===== src/rtl/i2s_pcm_tx.sv =====
// I2S / PCM Format A serial transmitter with a one-deep holding register.
// All pad outputs are registered and change only on the SCLK falling edge.
module i2s_pcm_tx #(
  parameter int BITS       = 32,
  parameter int FRAME_BITS = 64,
  parameter int CLK_DIV    = 4
) (
  input  logic            clk,
  input  logic            rst,
  input  logic [BITS-1:0] audio_i,
  input  logic            valid,
  output logic            ready,
  output logic            pad_sclk,
  output logic            pad_lrclk,
  output logic            pad_dout,
  output logic            frame,
  output logic            underrun
);

  localparam int DW = $clog2(CLK_DIV);
  localparam int SW = $clog2(FRAME_BITS);

  logic [DW-1:0]   div_q, div_d;
  logic [SW-1:0]   slot_q, slot_d;
  logic            sclk_q, sclk_d;
  logic            lrclk_q, lrclk_d;
  logic            dout_q, dout_d;
  logic            full_q, full_d;
  logic [BITS-1:0] hold_q, hold_d;
  logic [BITS-1:0] shift_q, shift_d;
  logic            wrap, fall, load, xfer;

  always_comb begin
    wrap     = (div_q == DW'(CLK_DIV - 1));
    fall     = wrap & sclk_q;
    load     = fall & (slot_q == SW'(FRAME_BITS - 1));
    ready    = !full_q | load;
    xfer     = valid & ready;
    frame    = load;
    underrun = load & !full_q;
    div_d    = wrap ? '0 : div_q + 1'b1;
    sclk_d   = sclk_q ^ wrap;
    slot_d   = slot_q;
    lrclk_d  = lrclk_q;
    dout_d   = dout_q;
    full_d   = full_q;
    hold_d   = hold_q;
    shift_d  = shift_q;
    if (xfer) begin
      hold_d = audio_i;
      full_d = 1'b1;
    end
    if (fall) begin
      slot_d  = load ? '0 : slot_q + 1'b1;
      lrclk_d = load;
      dout_d  = 1'b0;
      // slot n carries bit BITS-n: one-slot MSB delay
      for (int i = 0; i < BITS; i++) begin
        if (slot_d == SW'(BITS - i)) dout_d = shift_q[i];
      end
      if (load) begin
        if (full_q) shift_d = hold_q;
        full_d = xfer;
      end
    end
  end

  always_ff @(posedge clk or posedge rst) begin
    if (rst) begin
      div_q   <= '0;
      slot_q  <= SW'(FRAME_BITS - 1);
      sclk_q  <= 1'b0;
      lrclk_q <= 1'b0;
      dout_q  <= 1'b0;
      full_q  <= 1'b0;
      hold_q  <= '0;
      shift_q <= '0;
    end else begin
      div_q   <= div_d;
      slot_q  <= slot_d;
      sclk_q  <= sclk_d;
      lrclk_q <= lrclk_d;
      dout_q  <= dout_d;
      full_q  <= full_d;
      hold_q  <= hold_d;
      shift_q <= shift_d;
    end
  end

  assign pad_sclk  = sclk_q;
  assign pad_lrclk = lrclk_q;
  assign pad_dout  = dout_q;

endmodule


===== config.mk =====
export PLATFORM = sky130hd
export DESIGN_NAME = i2s_pcm_tx
export DESIGN_NICKNAME = d
export VERILOG_FILES = /design/src/rtl/i2s_pcm_tx.sv
export SDC_FILE = /design/constraint.sdc
export NUM_CORES = 1
export LEC_CHECK = 0
export BUFFER_PORTS_ARGS = -buffer_cell sky130_fd_sc_hd__buf_4
export CAP_MARGIN = 10
export CORE_MARGIN = 3
export CORE_UTILIZATION = 58
export DETAILED_ROUTE_END_ITERATION = 6
export PLACE_DENSITY = 0.8
export SLEW_MARGIN = 20
export SYNTH_ARGS = -nofsm -noshare
export SYNTH_HDL_FRONTEND = slang
export SYNTH_SLANG_ARGS = --single-unit

===== constraint.sdc =====
create_clock -name clk -period 2.9 [get_ports clk]
set_input_delay 0.435 -clock clk [delete_from_list [all_inputs] [get_ports clk]]
set_output_delay 0.435 -clock clk [all_outputs]
set_load 0.02 [all_outputs]

==> results.json <==
{
  "status": "complete, no violations",
  "routed_wire_length_mm": 6.46,
  "die_height_um": 84.3,
  "postSynthRegisterBits": 76,
  "post_synth_inst_count": 292,
  "dpl.cell_count": 393,
  "hpwl_mm": 4.52,
  "global_route.usage.total_pct": 19.2,
  "cts.sink_count": 76,
  "worstMarginPinSlew_ns": 0.668,
  "vdd_drop_max_mv": 0.350,
  "grt_pass1_wl_mm": 10.8,
  "power_switching_share_pct": 19.7,
  "finalWorstPathRequiredPeriod_ns": 2.57,
  "die_x_extent_um": 84.3,
  "area.growth.synth_to_final_pct": 16.6,
  "grt_overflow_total": 0,
  "clkSlewWorstSetupHoldPaths_ns": 0.07,
  "route.detailed.wl_per_inst_um": 15.8,
  "clock_power_share_pct": 43.9,
  "power.total_mw": 1.99,
  "grt_setup_unrepaired": "no",
  "timing.final.crit_share_pct": 88.7,
  "cts_hold_repair.buffers": 0,
  "ctsRootBufferMaster": "clkbuf_8",
  "postSynthAreaPerCell_um2": 12.2,
  "placementRows": 27,
  "worst_setup_path_end_kind": "register",
  "vias_per_cell": 5.75,
  "synth_edf_count": 0,
  "antenna_found_initial": 0,
  "cellLeakagePower_nw": 2.04,
  "placeableCoreArea_mm2": 0.00571,
  "mostFrequentLayoutCell": "dfrtp_1",
  "final-max-slew-violation-count": 0,
  "arrival_time_of_data_at_the_critical_path_endpoint_ns": 2.79,
  "fmax_mhz": 389,
  "cp_cell_sequence": "ha_1 -> nand3_1 -> or2_0 -> and2_1 -> or4b_1 -> a21o_1 -> nand4_1 -> nand4_1",
  "clock_tree_from_tritoncts": "yes",
  "clk_path_buf_depth": 2,
  "critical_path_class": "reg -> reg",
  "postRouteAntennaNets": 0,
  "cap_violations": 0,
  "clk-insertion-delay-late_ns": 0.34,
  "synth_seq_area_share_pct": 53.7,
  "io_buffer_count": 40,
  "syn_area_mm2": 0.00355,
  "antenna_diode_count": 0,
  "fin_tns_setup_ns": 0,
  "yosys_warnings": 0,
  "report.final.hold_viol_count": 0,
  "cts_made_buffers": 9,
  "critPathSlowestCell": "dfstp_2",
  "drt_pass1_iterations": 4,
  "post-place-ws_ns": 0.370,
  "postCtsResizedCells": 0,
  "floorplan.io_pins": 41,
  "max-slew-margin-rel_pct": 55.4,
  "mostFrequentLayoutCells": "dfrtp_1 (70), mux2_2 (65), buf_4 (47)",
  "synth-main-ff-cell": "dfrtp_1",
  "internal-power_mw": 1.60,
  "timing.critical_path.slowest_cell_delay_ns": 0.62,
  "critPathLaunchType": "register",
  "number_of_global_route_vias_before_repair": 2339,
  "grt_max_degree": 47,
  "timing.clock.skew_ns": 0.00698,
  "fillers": 422,
  "finish.cell_count_without_fillers": 409,
  "worst_path_required_time_ns": 3.12,
  "syn_nets": 334,
  "die_area_mm2": 0.00710,
  "seqPwrFrac_pct": 53.2,
  "cell_seen_most_often_among_critical_path_stages": "nand4_1",
  "post-cts-setup-buffer-count": 0,
  "route.detailed.drc": 0,
  "floorplan.initialDensity_pct": 62.3,
  "layout-drive-gt1-share_pct": 40.4,
  "crit_path_max_fanout": 10,
  "pwr-share-comb_pct": 2.9,
  "number_of_library_cell_types_mapped_by_synthesis": 48,
  "power-per-cell-area_mw_per_mm2": 480,
  "via_count": 2352,
  "finish.net_count": 374,
  "async_reset_ff_share_pct": 100,
  "iteration_0_drc_count_of_the_detailed_router": 172,
  "timing.hold.worst.class": "in -> async",
  "place.gp.congestion": 0.900,
  "final_critical_path_setup_slack_ns": 0.329,
  "count_of_final_setup_violators": 0,
  "clock_tree.htree_level_count": 3,
  "switchingPower_uw": 393
}
-- per-stage QoR --
| stage | instance area, um2 | hold slack [ns] | util (%) |
|---|---|---|---|
| finish | 4150 | 0.188 | 72.6 |
| global route | 4150 | 0.234 | 72.6 |
| CTS | 4150 | 0.201 | 72.6 |
| detailed placement | 3930 | 0.429 | 68.8 |
| global placement | 3930 | 0.414 | 68.8 |
| floorplan | 3550 | 0.403 | - |
-- routing by layer --
layer	GRT usage, %	part of all wire (%)	vias up
li1	-	-	1123
met1	26.0	46	1176
met2	30.0	48	46
met3	4.71	4.4	7
met4	7.02	1.2	0
met5	0	0	-
-- final cells by class --
| class | instances | area, um2 | area share, % |
|---|---|---|---|
| Sequential cell | 76 | 1910 | 46.1 |
| Multi-Input combinational cell | 188 | 1520 | 36.7 |
| Timing Repair Buffer | 48 | 373 | 8.99 |
| Clock buffer | 12 | 145 | 3.50 |
| Tap cell | 72 | 90.1 | 2.17 |
| Clock inverter | 4 | 72.6 | 1.75 |
| Inverter | 9 | 33.8 | 0.815 |
-- Yosys cell counts (2+ instances only) --
| library cell | count | area [um2] |
|---|---|---|
| inv_1 | 9 | 33.8 |
| nand3_1 | 4 | 20.0 |
| a21oi_1 | 11 | 55.1 |
| buf_1 | 8 | 30.0 |
| a22o_1 | 2 | 17.5 |
| nand2_1 | 18 | 67.6 |
| ha_1 | 7 | 87.6 |
| and3_1 | 3 | 18.8 |
| or3_1 | 2 | 12.5 |
| buf_4 | 2 | 15.0 |
| nor3b_1 | 3 | 22.5 |
| nand4_1 | 4 | 25.0 |
| o31ai_1 | 3 | 22.5 |
| a2111oi_0 | 2 | 17.5 |
| dfstp_2 | 6 | 158 |
| a221oi_1 | 3 | 26.3 |
| nor2b_1 | 4 | 25.0 |
| buf_2 | 2 | 10.0 |
| and2_1 | 2 | 12.5 |
| mux2_2 | 65 | 732 |
| a211oi_1 | 2 | 15.0 |
| nor3_1 | 3 | 15.0 |
| nand3b_1 | 3 | 22.5 |
| clkbuf_1 | 5 | 18.8 |
| xnor2_1 | 5 | 43.8 |
| o21ai_0 | 10 | 50.1 |
| dfrtp_1 | 70 | 1750 |
| nand2b_1 | 5 | 31.3 |
| nor2_1 | 10 | 37.5 |
-- cells by family (layout without fill, tap and decap cells) --
family	Yosys count	after routing	synth area share, %
buffers and inverters	28	73	3.48
adder cells (fa/ha/maj)	7	7	2.46
AO/OA/AOI/OAI	43	43	8.06
flip-flops	76	76	53.7
AND/OR/NAND/NOR	66	66	9.93
XOR/XNOR	6	6	1.48
multiplexers	66	66	20.9
-- power by group through the flow --
stage	Combinational, mW	Clock, mW	Sequential (mW)
after floorplan	0.0161	0	1.08
after global placement	0.0582	0	1.08
after detailed placement	0.0594	0	1.08
after CTS	0.0594	0.892	1.06
after global routing	0.0652	0.952	1.06
final	0.0571	0.875	1.06
-- state kept, by name (all words and copies together), names as in the netlist --
name,flops
shift_q,32
pad_dout,1
pad_lrclk,1
div_q,2
slot_q,6
hold_q,32
full_q,1
pad_sclk,1
-- worst max-delay path, delay by kind of cell (launching register included) --
family                   cells  cell delay [ns]
adder cells (fa/ha/maj)      1             0.32
AO/OA/AOI/OAI                1             0.17
flip-flops                   1             0.62
AND/OR/NAND/NOR              6             1.35
-- final timing paths --
path	from	slack, ns	end	cells past startpoint
worst min-delay path	rst	0.19	hold_q[21]	2
worst min register to register	div_q[0]	0.43	div_q[0]	1
max in group asynchronous	rst	1.99	slot_q[3]	3
worst max-delay path	slot_q[0]	0.33	pad_dout	8
min in group clk	valid	0.29	full_q	2
worst max register to register	slot_q[0]	0.33	pad_dout	8
No activity file was read; power rests on OpenSTA's default activity.
